### config.mk
export PLATFORM = sky130hd
export DESIGN_NAME = mem_responder
export DESIGN_NICKNAME = d
export VERILOG_FILES = /design/src/rtl/mem_responder.sv
export SDC_FILE = /design/constraint.sdc
export NUM_CORES = 2
export LEC_CHECK = 0
export BUFFER_PORTS_ARGS = -buffer_cell sky130_fd_sc_hd__buf_4
export CAP_MARGIN = 20
export CORE_MARGIN = 5
export CORE_UTILIZATION = 50
export CTS_CLUSTER_DIAMETER = 150
export CTS_CLUSTER_SIZE = 25
export DETAILED_ROUTE_END_ITERATION = 7
export PLACE_DENSITY = 0.65
export SLEW_MARGIN = 20
export SYNTH_ARGS = -nofsm -noshare
export SYNTH_HDL_FRONTEND = slang
export SYNTH_SLANG_ARGS = --single-unit
### constraint.sdc
create_clock -name clk -period 7.1 [get_ports clk]
set_input_delay 1.42 -clock clk [delete_from_list [all_inputs] [get_ports clk]]
set_output_delay 1.42 -clock clk [all_outputs]
set_load 0.1 [all_outputs]
### src/rtl/mem_responder.sv
// mem_responder: memory-side responder for CPU mem_read/mem_write requests.
//
// Holds a DEPTH x DATA_W RAM. A CPU access is sampled in IDLE, waits
// WAIT_CYCLES extra cycles, then completes with a one-cycle ready pulse
// (err valid alongside it). A side-band loader port can write the RAM while
// the responder is idle; it has priority over a CPU request in the same cycle.
//
// Ports:
//   clk        system clock, rising edge
//   rst        asynchronous active-low reset
//   mem_read   read request (level)
//   mem_write  write request (level)
//   addr_bus   request address
//   wdata      write data
//   rdata      read data, valid with ready and held afterwards
//   ready      one-cycle completion pulse
//   err        error flag (both requests high, or address out of range)
//   busy       high whenever the responder is not idle
//   load_we    loader write strobe
//   load_addr  loader address
//   load_data  loader data
//   load_ack   one-cycle pulse after a loader write is accepted
module mem_responder #(
  parameter int DATA_W      = 8,
  parameter int ADDR_W      = 8,
  parameter int DEPTH       = 256,
  parameter int WAIT_CYCLES = 1
) (
  input  logic              clk,
  input  logic              rst,
  input  logic              mem_read,
  input  logic              mem_write,
  input  logic [ADDR_W-1:0] addr_bus,
  input  logic [DATA_W-1:0] wdata,
  output logic [DATA_W-1:0] rdata,
  output logic              ready,
  output logic              err,
  output logic              busy,
  input  logic              load_we,
  input  logic [ADDR_W-1:0] load_addr,
  input  logic [DATA_W-1:0] load_data,
  output logic              load_ack
);

  localparam int IDX_W = (DEPTH > 1) ? $clog2(DEPTH) : 1;

  typedef enum logic [1:0] {
    IDLE = 2'd0,
    WAIT = 2'd1,
    DONE = 2'd2
  } state_t;

  state_t            state_reg, state_next;
  logic [3:0]        cnt_reg, cnt_next;
  logic              op_write_reg, op_write_next;
  logic [ADDR_W-1:0] addr_reg, addr_next;
  logic [DATA_W-1:0] wdata_reg, wdata_next;
  logic [DATA_W-1:0] rdata_reg;
  logic              ready_reg, ready_next;
  logic              err_reg, err_next;
  logic              busy_reg, busy_next;
  logic              load_ack_reg, load_ack_next;

  // Single RAM write port shared by the loader and CPU writes; the two can
  // never fire in the same cycle because the loader is only honoured in IDLE
  // and a CPU access from IDLE is only taken when load_we is low.
  logic              mem_we;
  logic [ADDR_W-1:0] mem_waddr;
  logic [DATA_W-1:0] mem_wdata;

  // Read side: rd_en loads rdata from the RAM, rd_zero clears it for an
  // out-of-range read.
  logic              rd_en;
  logic              rd_zero;
  logic [ADDR_W-1:0] rd_addr;

  // The access being performed on this edge (either straight from the bus
  // when there are no wait states, or from the latched request).
  logic              acc_go;
  logic              acc_write;
  logic [ADDR_W-1:0] acc_addr;
  logic [DATA_W-1:0] acc_wdata;

  logic [DATA_W-1:0] mem [DEPTH];

  // Widened compare so DEPTH == 2**ADDR_W does not overflow.
  function automatic logic in_range(input logic [ADDR_W-1:0] a);
    return (33'(a) < 33'(DEPTH));
  endfunction

  always_comb begin
    state_next    = state_reg;
    cnt_next      = cnt_reg;
    op_write_next = op_write_reg;
    addr_next     = addr_reg;
    wdata_next    = wdata_reg;
    ready_next    = 1'b0;
    err_next      = 1'b0;
    load_ack_next = 1'b0;
    mem_we        = 1'b0;
    mem_waddr     = load_addr;
    mem_wdata     = load_data;
    rd_en         = 1'b0;
    rd_zero       = 1'b0;
    rd_addr       = addr_reg;
    acc_go        = 1'b0;
    acc_write     = op_write_reg;
    acc_addr      = addr_reg;
    acc_wdata     = wdata_reg;

    case (state_reg)
      IDLE: begin
        if (load_we) begin
          // Out-of-range loader writes are dropped but still acknowledged.
          mem_we        = in_range(load_addr);
          load_ack_next = 1'b1;
        end else if (mem_read ^ mem_write) begin
          op_write_next = mem_write;
          addr_next     = addr_bus;
          wdata_next    = wdata;
          if (WAIT_CYCLES == 0) begin
            acc_go    = 1'b1;
            acc_write = mem_write;
            acc_addr  = addr_bus;
            acc_wdata = wdata;
          end else begin
            cnt_next   = 4'(WAIT_CYCLES - 1);
            state_next = WAIT;
          end
        end else if (mem_read && mem_write) begin
          // Conflicting request: complete immediately with an error.
          state_next = DONE;
          ready_next = 1'b1;
          err_next   = 1'b1;
        end
      end
      WAIT: begin
        if (cnt_reg == 4'd0) begin
          acc_go = 1'b1;
        end else begin
          cnt_next = cnt_reg - 4'd1;
        end
      end
      DONE: begin
        state_next = IDLE;
      end
      default: begin
        state_next = IDLE;
      end
    endcase

    if (acc_go) begin
      state_next = DONE;
      ready_next = 1'b1;
      if (in_range(acc_addr)) begin
        if (acc_write) begin
          mem_we    = 1'b1;
          mem_waddr = acc_addr;
          mem_wdata = acc_wdata;
        end else begin
          rd_en   = 1'b1;
          rd_addr = acc_addr;
        end
      end else begin
        err_next = 1'b1;
        rd_zero  = !acc_write;
      end
    end

    busy_next = (state_next != IDLE);
  end

  // RAM contents are deliberately not reset.
  always_ff @(posedge clk) begin
    if (mem_we) begin
      mem[mem_waddr[IDX_W-1:0]] <= mem_wdata;
    end
  end

  always_ff @(posedge clk or negedge rst) begin
    if (!rst) begin
      state_reg    <= IDLE;
      cnt_reg      <= 4'd0;
      op_write_reg <= 1'b0;
      addr_reg     <= '0;
      wdata_reg    <= '0;
      rdata_reg    <= '0;
      ready_reg    <= 1'b0;
      err_reg      <= 1'b0;
      busy_reg     <= 1'b0;
      load_ack_reg <= 1'b0;
    end else begin
      state_reg    <= state_next;
      cnt_reg      <= cnt_next;
      op_write_reg <= op_write_next;
      addr_reg     <= addr_next;
      wdata_reg    <= wdata_next;
      ready_reg    <= ready_next;
      err_reg      <= err_next;
      busy_reg     <= busy_next;
      load_ack_reg <= load_ack_next;
      if (rd_en) begin
        rdata_reg <= mem[rd_addr[IDX_W-1:0]];
      end else if (rd_zero) begin
        rdata_reg <= '0;
      end
    end
  end

  assign rdata    = rdata_reg;
  assign ready    = ready_reg;
  assign err      = err_reg;
  assign busy     = busy_reg;
  assign load_ack = load_ack_reg;

endmodule

; Yosys cells after proc, flatten, opt, wreduce, memory -nomap -nowiden
; Memories as Yosys holds them, arrays and structs flattened. A register that Yosys moved wholly into a read port is not among the register bits.
; Cells that the tools add are included.
; Widths: inputs -> output; s select.
[totals]
regBits = 27
latch_bits = 0
ramBits = 2048
romBits = 0
inputBits = 37
wordCells = 53
n_memories = 1
[op_classes]
addsub = 1
multipliers = 0
div = 0
magnitude_cmp = 0
eq_ne = 4
n_shift = 0
muxes = 28
n_bitwise = 2
n_reduce_logical = 8
[memory_table]
columns = name, depth, width, read_ports, rd_ports_with_merged_regs, wr, line_no
row1 = mem, 256, 8, 1, 1, 1, 84  ; logic [DATA_W-1:0] mem [DEPTH];
[op_table]
columns = operator, n
row1 = $mux 8, 4
row2 = $mux 1, 15
row3 = $mux 4, 3
row4 = $mux 2, 4
row5 = $pmux 4 s2, 1
row6 = $ne 2x2->1 const B, 3
row7 = $logic_not 4->1, 1
row8 = $pmux 2 s2, 1
row9 = $reduce_and 4->1, 1
row10 = $reduce_bool 2->1, 2
row11 = $sub 4x1->4 const B, 1
row12 = $reduce_and 3->1, 1
row13 = $eq 2x1->1 const B, 1
row14 = $logic_not 2->1, 1
row15 = $logic_and 1x1->1, 1
row16 = $logic_not 1->1, 1
row17 = $not 1->1, 1
row18 = $xor 1x1->1, 1

; Depth between registers and ports, before layout
[depth]
ltp_word = 7
depth_mapped = 12

; Worst setup path after synthesis
; No wires, ideal clock.
[synth_timing]
kind = register to register
startpoint = reg cnt_reg[0]
endpoint = mem mem[0][0] (data pin)
arrival_ps = 4665
required_ps = 6277
path_slack_ps = 1613
stages_incl_launch_ff = 9
cell_sequence = dfrtp_1 -> inv_1 -> ha_1 -> nor3b_1 -> and3_1 -> buf_2 -> clkbuf_1 -> nand2_1 -> nand2_1
[synth_via]
elab_chain_cells = 4
[synth_rtl]
columns = item, line_no
row1 = from (decl), 54  ; logic [3:0] cnt_reg, cnt_next;
row2 = from (signal assigned), 194  ; cnt_reg <= cnt_next;
row3 = $logic_not 4->1, 138  ; if (cnt_reg == 4'd0) begin
row4 = $mux 1, 138
row5 = $mux 1, 111  ; case (state_reg)
row6 = $mux 8, 152  ; if (acc_go) begin
row7 = net mem_wdata[0], 69  ; logic [DATA_W-1:0] mem_wdata;
row8 = to (decl), 84
; The timed path passes the listed nets, and every way through them passes these cells.

; Final worst setup path
[layout_timing]
startpoint = reg cnt_reg[0]
endpoint = mem mem[109][2], enable pin
[layout_via]
elab_chain_cells = 6
elab_cells_between_ends = 7
classes_between = mux: 6 / reduce/logical: 1
[layout_rtl]
columns = item, line_no
row1 = $logic_not 4->1 (*), 138
row2 = $mux 1 (*), 138
row3 = $mux 1 (*), 111
row4 = $mux 1, 152
row5 = $mux 1, 175  ; if (mem_we) begin
row6 = $mux 1 (not written as such), 176  ; mem[mem_waddr[IDX_W-1:0]] <= mem_wdata;
; Every way passes the cells marked *; elsewhere a longest branch is shown, timed or not.

==> impl_metrics.ini <==
[cells_and_area]
final_common_cell = edfxtp_1
fin_util_pct = 53.7
regArea_um2 = 62400
drive_gt1_share_pct = 18.9
largest_reg_flops = 2048
final_cell_mix = edfxtp_1 (2048), mux4_2 (458), nor2_1 (269)
fillers = 12141
fin_area_um2 = 86400
nets = 3947
area_growth_pct = 6.47
multi_input_area_um2 = 17500

[sta]
setup_slack_ns = 2.21
hold_viol = 0
fin_crit_ns = 4.89
setup_violations = 0
period_share_pct = 68.8
fin_worst_skew_ns = 0.0435
finalHoldWorstSlack_ns = 0.486
worst_slew_pin_slew_ns = 1.32
rsz0062_at_grt = false
max_freq_mhz = 205
slew_viol_final = 0
max-slew-margin-rel_pct = 11.6
fin_setup_tns_ns = 0

[hold_path]
hold_path.class = flop to flop
min_from = acc_wdata[0]$_DFFE_PN0P_

[critical_path]
path_max_fanout = 22
critPathLaunch = cnt_reg[0]$_DFFE_PN0P_
crit_chain = inv_1 -> ha_1 -> nor3b_1 -> and3_1 -> buf_4 -> nand3b_1 -> o21ai_1 -> nand2_1 -> nor2_1
end_kind = flop
critPathRequiredTime_ns = 7.47
critPathLaunchType = flop
r2r_start = cnt_reg[0]$_DFFE_PN0P_
crit_slowest_cell = nor2_1
cpPeakStageDelay_ns = 1.03
path_class = flop to flop
crit_arrival_ns = 5.25

[power]
swShare_pct = 33.0
ir_drop_mv = 0.330
power_density_nw_per_um2 = 348
p_comb_share_pct = 31.2
leakagePower_nw = 25.9
clkPwrFrac_pct = 20.5
p_sw_mw = 9.91
p_seq_share_pct = 48.3
p_int_mw = 20.1

[die]
initial_core_util_pct = 50.4
chipWidth_um = 413
rows = 147
ios = 49
die_area_um2 = 171000
core_um2 = 161000
die_height_um = 413

[global_route]
grt_pass1_wl_um = 290000
grt-ovfl-total = 0
grt_pass1_vias = 38614
grtUsageTotal_pct = 24.0
antenna_found_initial = 9
grt_max_degree = 198

[routing]
vias = 39322
final_antenna_net_count = 0
wirelength_um = 205000
drt_iter0_drc = 5480
routedWlPerCell_um = 33.4
drc = 0
drt_first_pass_iters = 6
via_per_inst = 6.43

[clocking]
clock_tree.buffer_depth = 3
clkTransAtPathRegs_ns = 0.10
cts-root-buf = clkbuf_16
cts-resized-gates = 0
cts_setup_buffers = 0
cts_htree_levels = 3
clk_latency_ns = 0.76
cts_hold_buf = 0
numCtsBuffers = 93
clkSinkCount = 2083
cts_tree = built

[yosys]
synth_ff_type = edfxtp_1
yosysSeqAreaShare_pct = 76.8
ys_ff_latch = 2083
synthCells = 3905
yosysWarnings = 0
ys_top_cells_by_area = edfxtp_1 (76%), mux4_2 (13%), mux2i_1 (1.9%)
async_reset_ff_share_pct = 1.68
synth_edf_count = 2048
synth_area_um2 = 81200
synth_top_cell_by_area = edfxtp_1
synthesis.nets = 3946
syn_avg_cell_area_um2 = 20.8
ys_types = 56
yosys.area.top_type_share_pct = 75.8

[placement]
gp_congestion = 0.912
dp_worst_setup_slack_ns = 2.28
post_dp_cell_area_um2 = 83800
dpl.hpwl_um = 126000
io_buffers = 48

[run]
cap_viol_max_count = 0

[run_status]
status = complete, no violations
Yosys cell counts, drive strengths merged (33+ instances only):
master and count:
a22o 37, edfxtp 2048, a22oi 71, o22ai 42
a211oi 45, nand3 40, o21ai 33, mux2i 151
clkbuf 103, nand2 165, buf 131, nor2 270
mux4 465, dfrtp 35, o221ai 36
critical path, delay by kind of cell (launching register included):
| kind | cells | cell delay, ns |
|---|---|---|
| AO/OA/AOI/OAI | 1 | 0.47 |
| adder cells (fa/ha/maj) | 1 | 0.20 |
| flip-flops | 1 | 0.39 |
| AND/OR/NAND/NOR | 5 | 2.87 |
| buffers and inverters | 2 | 0.56 |
stage by stage:
stage	std cells	power, mW
6_report	6119	30.0
4_1_cts	6112	30.1
2_1_floorplan	3905	21.0
3_5_place_dp	5970	24.1
5_1_grt	6113	31.0
3_3_place_gp	5970	24.0
final cells by class:
cell class | instances | area share, %
flip-flops and latches | 2083 | 72.2
multi-input cells | 1582 | 20.3
well taps | 2160 | 3.13
clock buffers | 137 | 2.93
repair buffers | 140 | 1.38
clock inverters | 5 | 0.0811
inverters | 6 | 0.0261
diodes | 6 | 0.0174
per-layer routing:
layer	global-route usage, %	wire length (µm)	share of wire, %
met1	35.2	82400	40
met5	0	0	0
met2	35.4	92500	45
met4	7.23	6720	3.3
met3	6.96	23100	11
worst paths after layout:
| check | end | slack (ns) | depth (start not counted) |
|---|---|---|---|
| hold / removal | acc_wdata[0]$_DFFE_PN0P_ | 0.49 | 2 |
| hold reg to reg | acc_wdata[0]$_DFFE_PN0P_ | 0.49 | 2 |
| setup / recovery | mem[109][2]$_DFFE_PP_ | 2.21 | 9 |
| setup reg to reg | mem[109][2]$_DFFE_PP_ | 2.21 | 9 |
| min in group asynchronous | rdata[1]$_DFFE_PN0P_ | 0.64 | 1 |
| max in group asynchronous | acc_addr[1]$_DFFE_PN0P_ | 6.06 | 1 |
power groups by stage:
stage / Sequential [mW] / Clock, mW / Combinational, mW
4_1_cts: 14.5 / 6.24 / 9.34
2_1_floorplan: 15.0 / 0 / 6.04
5_1_grt: 14.5 / 6.67 / 9.78
3_3_place_gp: 14.8 / 0 / 9.24
6_report: 14.5 / 6.15 / 9.38
3_5_place_dp: 14.8 / 0 / 9.32
logic make-up (layout without fill, tap and decap cells):
| logic type | count (synthesis) | count (layout) | synth area share (%) |
|---|---|---|---|
| flops | 2083 | 2083 | 76.8 |
| other cells | 0 | 6 | 0 |
| fa+ha+maj | 4 | 4 | 0.0616 |
| buf+inv | 240 | 288 | 1.73 |
| mux | 635 | 635 | 15.1 |
| compound gates | 352 | 352 | 3.17 |
| simple gates | 591 | 591 | 3.15 |
Note: power is estimated with default switching activity, not from simulation.
